File: config.mk
export PLATFORM = sky130hd
export DESIGN_NAME = qrcode_result_reader
export DESIGN_NICKNAME = d
export VERILOG_FILES = /design/src/rtl/qrcode_pkg.sv /design/src/rtl/qrcode_box_cluster.sv /design/src/rtl/qrcode_result_reader.sv
export SDC_FILE = /design/constraint.sdc
export NUM_CORES = 1
export LEC_CHECK = 0
export CORE_MARGIN = 4
export CORE_UTILIZATION = 40
export DETAILED_ROUTE_END_ITERATION = 10
export DONT_BUFFER_PORTS = 1
export PLACE_DENSITY = 0.57
export SYNTH_ARGS = -nofsm -noshare
export SYNTH_HDL_FRONTEND = slang
export SYNTH_SLANG_ARGS = --single-unit
File: constraint.sdc
create_clock -name iCLK -period 6.2 [get_ports iCLK]
set_input_delay 0 -clock iCLK [delete_from_list [all_inputs] [get_ports iCLK]]
set_output_delay 0 -clock iCLK [all_outputs]
set_load 0.02 [all_outputs]
File: src/rtl/qrcode_pkg.sv
// qrcode_pkg: shared register map, result-word layout, box slot type and reader FSM states
package qrcode_pkg;
  localparam logic [10:0] CTRL_ADDR   = 11'd0;
  localparam logic [10:0] THRESH_ADDR = 11'd1;
  localparam logic [10:0] RESULT_BASE = 11'd1024;
  localparam int VCNT_LSB = 20;
  localparam int HST_LSB  = 10;
  localparam int HED_LSB  = 0;
  localparam logic [31:0] TERMINATOR = 32'hFFFF_FFFF;
  typedef struct packed {
    logic [9:0] hst;
    logic [9:0] hed;
    logic [9:0] vst;
    logic [9:0] ved;
    logic [9:0] cx;
    logic       open;
  } box_t;
  typedef enum logic [3:0] {
    sIDLE, sPOLL, sPOLLW, sGAP, sREAD, sREADW, sPROC, sPUBLISH, sREFRESH
  } state_t;
  function automatic logic [9:0] absdiff(input logic [9:0] a, input logic [9:0] b);
    return a > b ? a - b : b - a;
  endfunction
endpackage

File: src/rtl/qrcode_box_cluster.sv
// qrcode_box_cluster: merges per-line finder hits into three bounding-box slots, one entry per cycle
module qrcode_box_cluster
  import qrcode_pkg::*;
#(
  parameter int pXTOL = 4,
  parameter int pVGAP = 2
) (
  input  logic           iCLK,
  input  logic           iRESET_N,
  input  logic           iCLEAR,
  input  logic           iVALID,
  input  logic [29:0]    iENTRY,
  output box_t [2:0]     oSLOTS,
  output logic           oOVERFLOW
);
  box_t [2:0] slots_q, slots_d;
  logic       ovf_q, ovf_d;
  logic [9:0] vcnt, hs, he, cx;
  logic [10:0] sum;
  logic [2:0] hit;
  logic       placed;
  assign vcnt = iENTRY[VCNT_LSB +: 10];
  assign hs   = iENTRY[HST_LSB +: 10];
  assign he   = iENTRY[HED_LSB +: 10];
  assign sum  = {1'b0, hs} + {1'b0, he};
  assign cx   = sum[10:1];
  always_comb begin
    hit     = '0;
    placed  = 1'b0;
    slots_d = slots_q;
    ovf_d   = ovf_q;
    for (int k = 0; k < 3; k++)
      hit[k] = slots_q[k].open && absdiff(cx, slots_q[k].cx) <= 10'(pXTOL) &&
               vcnt >= slots_q[k].ved && (vcnt - slots_q[k].ved) <= 10'(pVGAP);
    if (iCLEAR) begin
      slots_d = '0;
      ovf_d   = 1'b0;
    end else if (iVALID && hs <= he) begin
      for (int k = 0; k < 3; k++)
        if (!placed && hit[k]) begin
          placed         = 1'b1;
          slots_d[k].ved = vcnt;
          slots_d[k].hst = hs < slots_q[k].hst ? hs : slots_q[k].hst;
          slots_d[k].hed = he > slots_q[k].hed ? he : slots_q[k].hed;
        end
      // no existing box accepted the hit: open the lowest free slot
      for (int k = 0; k < 3; k++)
        if (!placed && !slots_q[k].open) begin
          placed     = 1'b1;
          slots_d[k] = '{hst: hs, hed: he, vst: vcnt, ved: vcnt, cx: cx, open: 1'b1};
        end
      ovf_d = ovf_q | ~placed;
    end
  end
  always_ff @(posedge iCLK or negedge iRESET_N)
    if (!iRESET_N) begin
      slots_q <= '0;
      ovf_q   <= 1'b0;
    end else begin
      slots_q <= slots_d;
      ovf_q   <= ovf_d;
    end
  assign oSLOTS    = slots_q;
  assign oOVERFLOW = ovf_q;
endmodule

File: src/rtl/qrcode_result_reader.sv
// qrcode_result_reader: bus master that polls the finder, clusters its result list into boxes and re-arms it
module qrcode_result_reader
  import qrcode_pkg::*;
#(
  parameter int pMAX_ENTRIES = 1023,
  parameter int pXTOL        = 4,
  parameter int pVGAP        = 2,
  parameter int pMIN_LINES   = 3,
  parameter int pPOLL_GAP    = 64
) (
  input  logic        iCLK,
  input  logic        iRESET_N,
  input  logic        iENABLE,
  output logic [10:0] oADDRESS,
  output logic        oREAD,
  output logic        oWRITE,
  output logic [31:0] oWRITE_DATA,
  input  logic [31:0] iREAD_DATA,
  output logic [2:0]  oBOX_VALID,
  output logic [29:0] oBOX_HST,
  output logic [29:0] oBOX_HED,
  output logic [29:0] oBOX_VST,
  output logic [29:0] oBOX_VED,
  output logic        oOVERFLOW,
  output logic        oFRAME_DONE,
  output logic        oBUSY
);
  state_t      state_q;
  logic [9:0]  idx_q;
  logic [15:0] gap_q;
  logic [29:0] word_q;
  logic [1:0]  outmode_q;
  logic [10:0] addr_q;
  logic        rd_q, wr_q, done_q, ovf_q;
  logic [31:0] wdata_q;
  logic [2:0]  valid_q;
  logic [29:0] hst_q, hed_q, vst_q, ved_q;
  box_t [2:0]  slots;
  logic        slot_ovf;
  qrcode_box_cluster #(.pXTOL(pXTOL), .pVGAP(pVGAP)) u_cluster (
    .iCLK      (iCLK),
    .iRESET_N  (iRESET_N),
    .iCLEAR    (state_q == sPOLLW && iREAD_DATA[0]),
    .iVALID    (state_q == sPROC),
    .iENTRY    (word_q),
    .oSLOTS    (slots),
    .oOVERFLOW (slot_ovf)
  );
  // strobes are raised on entry to sPOLL/sREAD so read data lands in the following wait state
  always_ff @(posedge iCLK or negedge iRESET_N)
    if (!iRESET_N) begin
      state_q   <= sIDLE;
      idx_q     <= '0;
      gap_q     <= '0;
      word_q    <= '0;
      outmode_q <= '0;
      addr_q    <= '0;
      rd_q      <= 1'b0;
      wr_q      <= 1'b0;
      wdata_q   <= '0;
      done_q    <= 1'b0;
      ovf_q     <= 1'b0;
      valid_q   <= '0;
      hst_q     <= '0;
      hed_q     <= '0;
      vst_q     <= '0;
      ved_q     <= '0;
    end else begin
      rd_q   <= 1'b0;
      wr_q   <= 1'b0;
      done_q <= 1'b0;
      case (state_q)
        sIDLE: if (iENABLE) begin
          state_q <= sPOLL;
          rd_q    <= 1'b1;
          addr_q  <= CTRL_ADDR;
        end
        sPOLL: state_q <= sPOLLW;
        sPOLLW: begin
          outmode_q <= iREAD_DATA[2:1];
          if (iREAD_DATA[0]) begin
            idx_q   <= '0;
            state_q <= sREAD;
            rd_q    <= 1'b1;
            addr_q  <= RESULT_BASE;
          end else begin
            gap_q   <= '0;
            state_q <= sGAP;
          end
        end
        sGAP: if (gap_q == 16'(pPOLL_GAP - 1)) begin
          state_q <= sPOLL;
          rd_q    <= 1'b1;
          addr_q  <= CTRL_ADDR;
        end else gap_q <= gap_q + 16'd1;
        sREAD: state_q <= sREADW;
        sREADW: begin
          word_q  <= iREAD_DATA[29:0];
          state_q <= (iREAD_DATA == TERMINATOR || idx_q == 10'(pMAX_ENTRIES - 1)) ? sPUBLISH : sPROC;
        end
        sPROC: begin
          idx_q   <= idx_q + 10'd1;
          state_q <= sREAD;
          rd_q    <= 1'b1;
          addr_q  <= {1'b1, idx_q + 10'd1};
        end
        sPUBLISH: begin
          for (int k = 0; k < 3; k++) begin
            valid_q[k]         <= slots[k].open && (slots[k].ved - slots[k].vst) >= 10'(pMIN_LINES - 1);
            hst_q[10*k +: 10]  <= slots[k].hst;
            hed_q[10*k +: 10]  <= slots[k].hed;
            vst_q[10*k +: 10]  <= slots[k].vst;
            ved_q[10*k +: 10]  <= slots[k].ved;
          end
          ovf_q   <= slot_ovf;
          done_q  <= 1'b1;
          wr_q    <= 1'b1;
          addr_q  <= CTRL_ADDR;
          wdata_q <= {29'b0, outmode_q, 1'b1};
          state_q <= sREFRESH;
        end
        sREFRESH: state_q <= sIDLE;
        default:  state_q <= sIDLE;
      endcase
    end
  assign oADDRESS    = addr_q;
  assign oREAD       = rd_q;
  assign oWRITE      = wr_q;
  assign oWRITE_DATA = wdata_q;
  assign oBOX_VALID  = valid_q;
  assign oBOX_HST    = hst_q;
  assign oBOX_HED    = hed_q;
  assign oBOX_VST    = vst_q;
  assign oBOX_VED    = ved_q;
  assign oOVERFLOW   = ovf_q;
  assign oFRAME_DONE = done_q;
  assign oBUSY       = state_q != sIDLE;
endmodule

# Word level (Yosys, flattened, before mapping)

Index checks and enable logic that the tools add are counted.

Bits in registers: 356
Word-level logic and storage cells: 209

Magnitude comparators: 22
Equal/unequal tests: 15
Bitwise logic cells: 2
Reduce and logical (&&, ||, !) cells: 62
Mux-type cells: 59
Add/subtract/negate cells: 15

Operator list:

| kind                  | number |
|---|---|
| $mux 153              | 2 |
| $mux 51               | 3 |
| $mux 10               | 13 |
| $sub 10x10->10        | 12 |
| $gt 10x10->1          | 6 |
| $mux 20               | 3 |
| $pmux 11 s5           | 1 |
| $mux 11               | 3 |
| $eq 32x32->1 const B  | 1 |
| $mux 16               | 2 |
| $pmux 16 s2           | 1 |
| $pmux 4 s8            | 1 |
| $ge 10x10->1          | 3 |
| $ge 10x2->1 const B   | 3 |
| $le 10x2->1 const B   | 3 |
| $le 10x3->1 const B   | 3 |
| $lt 10x10->1          | 3 |
| $reduce_bool 3->1     | 9 |
| $mux 1                | 25 |
| $reduce_and 3->1      | 7 |
| $pmux 10 s2           | 1 |
| $logic_and 1x1->1     | 19 |
| $add 16x1->16 const B | 1 |
| $eq 16x6->1 const B   | 1 |
| other kinds (21)      | 49 |

# Logic depth before layout (Yosys ltp)

Depth after elaboration: 39
Mapped depth: 25

# By module

Synthesis repeated with hierarchy kept, for this count alone.

Cell total of the unflattened synthesis: 2270
Area, all modules: 22530.4 um^2

Modules (own cells, without submodules):

| module               | instances | area each (um^2) | cells an instance |
|---|---|---|---|
| qrcode_box_cluster   | 1         | 12762.2          | 1465 |
| qrcode_result_reader | 1         | 9768.1           | 805 |

# Worst setup path after synthesis

Ideal clock, no wire load.

Kind: reg2reg
Start point: reg word_q[0]
End point: reg u_cluster.slots_q, in the netlist u_cluster.oSLOTS[54]
Period minus slack after synthesis: 5453 ps
Cell stages (with the launch flop): 24
Setup slack: 747 ps
Required time: 6075 ps
Data arrival time: 5327 ps
Path through: dfrtp_1 -> ha_1 -> fa_1 -> a21oi_1 -> o21a_1 -> o21bai_1 -> a21oi_1 -> o21bai_1 -> a21oi_1 -> xnor2_1 -> ha_1 -> buf_2 -> and2_4 -> a221o_1 -> a211o_1 -> o21bai_2 -> mux2i_1 -> xor2_1 -> nor4_2 -> or4_1 -> buf_6 -> o21ai_4 -> buf_8 -> mux2_4

Word-level cells in the longest chain between the ends: 29
Elaborated cells between the ends (all ways): 53

RTL lines:

| item                                                  | RTL line                   | source |
|---|---|---|
| start, declared                                       | qrcode_result_reader.sv:31 | `logic [29:0] word_q;` |
| start signal, assigned                                | qrcode_result_reader.sv:98 | `word_q <= iREAD_DATA[29:0];` |
| $add 10x10->11                                        | qrcode_box_cluster.sv:25   | `assign sum = {1'b0, hs} + {1'b0, he};` |
| $sub 10x10->10 / $gt 10x10->1 (equally long branches) | qrcode_pkg.sv:22           | `return a > b ? a - b : b - a;` |
| $mux 10                                               | qrcode_pkg.sv:22           |  |
| $le 10x3->1                                           | qrcode_box_cluster.sv:33   | `hit[k] = slots_q[k].open && absdiff(cx, slots_q[k].cx) <= 10'(pXTOL) &&` |
| $logic_and 1x1->1 (2 in series)                       | qrcode_box_cluster.sv:33   |  |
| $logic_and 1x1->1                                     | qrcode_box_cluster.sv:34   | `vcnt >= slots_q[k].ved && (vcnt - slots_q[k].ved) <= 10'(pVGAP);` |
| $mux 1                                                | qrcode_box_cluster.sv:40   | `if (!placed && hit[k]) begin` |
| $mux 1                                                | qrcode_box_cluster.sv:38   | `end else if (iVALID && hs <= he) begin` |
| [12 not listed]                                       | -                          |  |
| $logic_and 1x1->1                                     | qrcode_box_cluster.sv:48   | `if (!placed && !slots_q[k].open) begin` |
| $mux 1                                                | qrcode_box_cluster.sv:48   |  |
| $mux 1                                                | qrcode_box_cluster.sv:38   |  |
| $mux 1                                                | qrcode_box_cluster.sv:35   | `if (iCLEAR) begin` |
| $logic_not 1->1                                       | qrcode_box_cluster.sv:48   |  |
| $logic_and 1x1->1                                     | qrcode_box_cluster.sv:48   |  |
| $reduce_bool 2->1 (no line)                           | -                          |  |
| $reduce_and 2->1 (no line)                            | -                          |  |
| end signal, assigned                                  | qrcode_box_cluster.sv:60   | `slots_q <= slots_d;` |
| end, declared                                         | qrcode_box_cluster.sv:16   | `box_t [2:0] slots_q, slots_d;` |

Several ways; a longest one is shown, not always the timed one. The select of a mux whose other input is x is not followed.
A chain may end at the register's enable or synchronous reset.

# Worst setup path in the final report

Start point: reg word_q[0]
End point: reg u_cluster.slots_q, in the netlist u_cluster.oSLOTS[59]

Same word-level chain as after synthesis.

==> flow_summary.toml <==
[final_layout]
final_cell_mix = "dfrtp_1 (355), nand2_1 (330), inv_1 (242), o21ai_0 (230), ha_1 (193)"
utilization_pct = 45.0
syn2layout_area_growth_pct = 11.3
drive_gt1_share_pct = 6.88
fin_nets = 2638
layout_commonest_cell = "dfrtp_1"

[power]
power_switching_mw = 1.01
seqPwrFrac_pct = 49.7
p_per_area_mw_per_mm2 = 194
swShare_pct = 21.7
pwr-share-comb_pct = 0.8
peakVddDrop_mv = 0.174
pwr-share-clk_pct = 49.4
leakage_nw = 12.2
p_int_mw = 3.66

[placed_design]
io_buffers = 0
place_ws_ns = 0.179
place.detailed.hpwl_um = 45400
gp_congestion = 0.889

[run]
maxCapViolCount = 0

[timing]
slew_viol_final = 0
fin_skew_ns = 0.0143
worst_slack_ns = 0.343
tightest_slew_ns = 0.926
holdWs_ns = -0.875
final-hold-violation-count = 356
relSlewSlack_pct = 38.2
min_period_ns = 5.86
fin_crit_sh_pct = 94.5
finalSetupViolCount = 0
fmax_mhz = 171

[detailed_routing]
drt_iter0_drc = 1130
vias = 17100
wl_um = 61900
ant_nets = 0
drc_errors = 0
viasPerCell = 5.46
wl_per_cell_um = 19.8
drt-pass1-iter-count = 5

[synthesis]
synthMuxAreaShare_pct = 6.33
syn_avg_cell_area_um2 = 9.12
synth_xor_area_share_pct = 2.54
synth-adder-area-share_pct = 11.8
synth.ff_latch_count = 356
yosysWarningCount = 0
syn_inst = 2378
ys_types = 83
ys_seq_area_share_pct = 41.1
synth.largest_area_cell = "dfrtp_1"
synth.area.top_cells = "dfrtp_1 (41%), ha_1 (11%), nand2_1 (5.7%)"
ys.flop_type = "dfrtp_1"
ys_async_sr_fraction_pct = 100
netlist_area_mm2 = 0.0217
synth-simple-area-share_pct = 14.4
synth_compound_area_share_pct = 16.4
synth_edf_count = 0
synth_top_cell_area_share_pct = 41.1
synth_top_family_by_area = "compound AO/OA/AOI/OAI gates"

[die]
die_x_um = 241
die_h_um = 241
die_area_mm2 = 0.0580
initial_core_util_pct = 40.4
core-area_mm2 = 0.0537
ioPinCount = 206
num_rows = 85

[worst_hold_path]
worstHoldPathType = "in2async"

[setup_path]
critPathLaunchType = "flop"
critical_path_class = "reg2reg"
cp_max_fo = 8
arrival_ns = 6.34
crit_required_ns = 6.68
end_kind = "flop"

[global_routing]
grt_pass1_vias = 17300
grt_usage_pct = 21.2
antenna_found_initial = 3
grt-ovfl-total = 0
grt_max_degree = 357
grt_pass1_wl_um = 97800

[clock_network]
cts_buffers = 41
clock_sinks = 356
ctsHoldBuffers = 31
path_clk_slew_ns = 0.06
cts_tree = "yes"
root_buffer = "clkbuf_16"
insertion_delay_ns = 0.57
htreeDepth = 2
max-clock-path-buffers = 3

[status]
failed_checks = "negative hold slack"
status = "complete, but fails checks"
==> routing by layer <==
metal	GRT usage, %	wire (µm)
met5	0	18
met4	6.07	1720
met3	4.07	3380
met2	35.3	28800
met1	28.3	27900
==> cells by family after synthesis <==
| group | after synthesis |
|---|---|
| adders and majority gates | 201 |
| other | 1 |
| AOI/OAI and AO/OA | 572 |
| muxes | 134 |
| buffers and inverters | 377 |
| DFF | 356 |
| xor gates and xnor gates | 63 |
| and+or+nand+nor | 674 |
==> state kept, by name, summed over array words and instances (netlist names), 11 cells and up <==
signal,count
oBOX_VST,30
oBOX_HED,30
gap_q,16
oADDRESS,11
oBOX_HST,30
u_cluster.oSLOTS,153
word_q,30
oBOX_VED,30
==> area by class of cell <==
cell class                 instances  area [µm²]
antenna                            1        2.50
clock buffer                      56        1130
clock inverter                    12         111
fill                            5219       29600
inverter                         242         908
multi-input combinational       1673       11400
sequential                       356        8910
tap                              696         871
timing repair buffer              88         788
==> per-stage QoR <==
step	setup TNS, ns	power, mW	instance area (µm²)	cells
after floorplan	0	2.40	21800	2406
after global placement	0	2.38	22500	3023
after detailed placement	0	2.38	22500	3023
after CTS	0	4.74	24000	3122
after global routing	-0.0114	4.83	24100	3123
final	0	4.67	24100	3124
==> worst paths after layout <==
| path | from | endpoint | slack (ns) | cells after the start |
|---|---|---|---|---|
| max | word_q[0]$_DFFE_PN0N_ | u_cluster.oSLOTS[59]$_DFFE_PN0P_ | 0.34 | 23 |
| min | iRESET_N | oBOX_VST[14]$_DFFE_PN0P_ | -0.88 | 0 |
| max reg2reg | word_q[0]$_DFFE_PN0N_ | u_cluster.oSLOTS[59]$_DFFE_PN0P_ | 0.34 | 23 |
| min reg2reg | outmode_q[0]$_DFFE_PN0P_ | oWRITE_DATA[1]$_DFFE_PN0P_ | 0.47 | 2 |
| max in group asynchronous | iRESET_N | gap_q[13]$_DFFE_PN0P_ | 6.33 | 0 |
| min in group iCLK | iREAD_DATA[15] | word_q[15]$_DFFE_PN0N_ | 0.10 | 3 |
==> synthesized netlist by cell type, drive strengths merged (6+ instances only) <==
master,count
or4,14
nor4,27
nand4,32
or2,6
a31oi,16
nand2,331
and3,9
and2,10
a211oi,22
xnor2,29
mux2i,117
o21a,23
inv,242
clkbuf,74
a21oi,110
fa,7
o211ai,18
o31ai,9
a221oi,8
a21o,48
buf,61
nor3,22
nor2,106
nor2b,20
ha,194
a21boi,8
nand2b,22
o41ai,15
a2111oi,6
or3,12
mux2,17
o21ai,233
nand3,45
and4,7
dfrtp,356
o21bai,7
a311oi,7
xor2,34
==> critical path: stages (launching register included) <==
cell and delay [ns]:
dfrtp_1 0.40, ha_1 0.24, fa_1 0.40, a21oi_1 0.18, o21a_1 0.16, o21bai_1 0.07
a21oi_1 0.22, o21bai_1 0.09, a21oi_1 0.23, xnor2_1 0.18, ha_1 0.29, and2_4 0.19
a221o_1 0.36, a211o_1 0.35, o21bai_4 0.23, mux2i_2 0.29, xor2_2 0.26, nor4_4 0.11
or4_1 0.61, buf_4 0.19, o21ai_4 0.12, buf_4 0.23, buf_4 0.17, mux2i_1 0.20
==> power groups by stage <==
stage               clock [mW]  combinational [mW]  sequential, mW
floorplan                    0              0.0303            2.37
global placement             0              0.0171            2.37
detailed placement           0              0.0171            2.37
CTS                       2.38              0.0378            2.32
global route              2.46              0.0408            2.32
finish                    2.31              0.0389            2.32
==> repair_timing <==
item,CTS,global route
hold endpoints to repair,424,356
endpoints found under the setup margin,0,99
setup buffers,0,1
gates resized for setup,0,14
(Power assumes the default switching activity.)
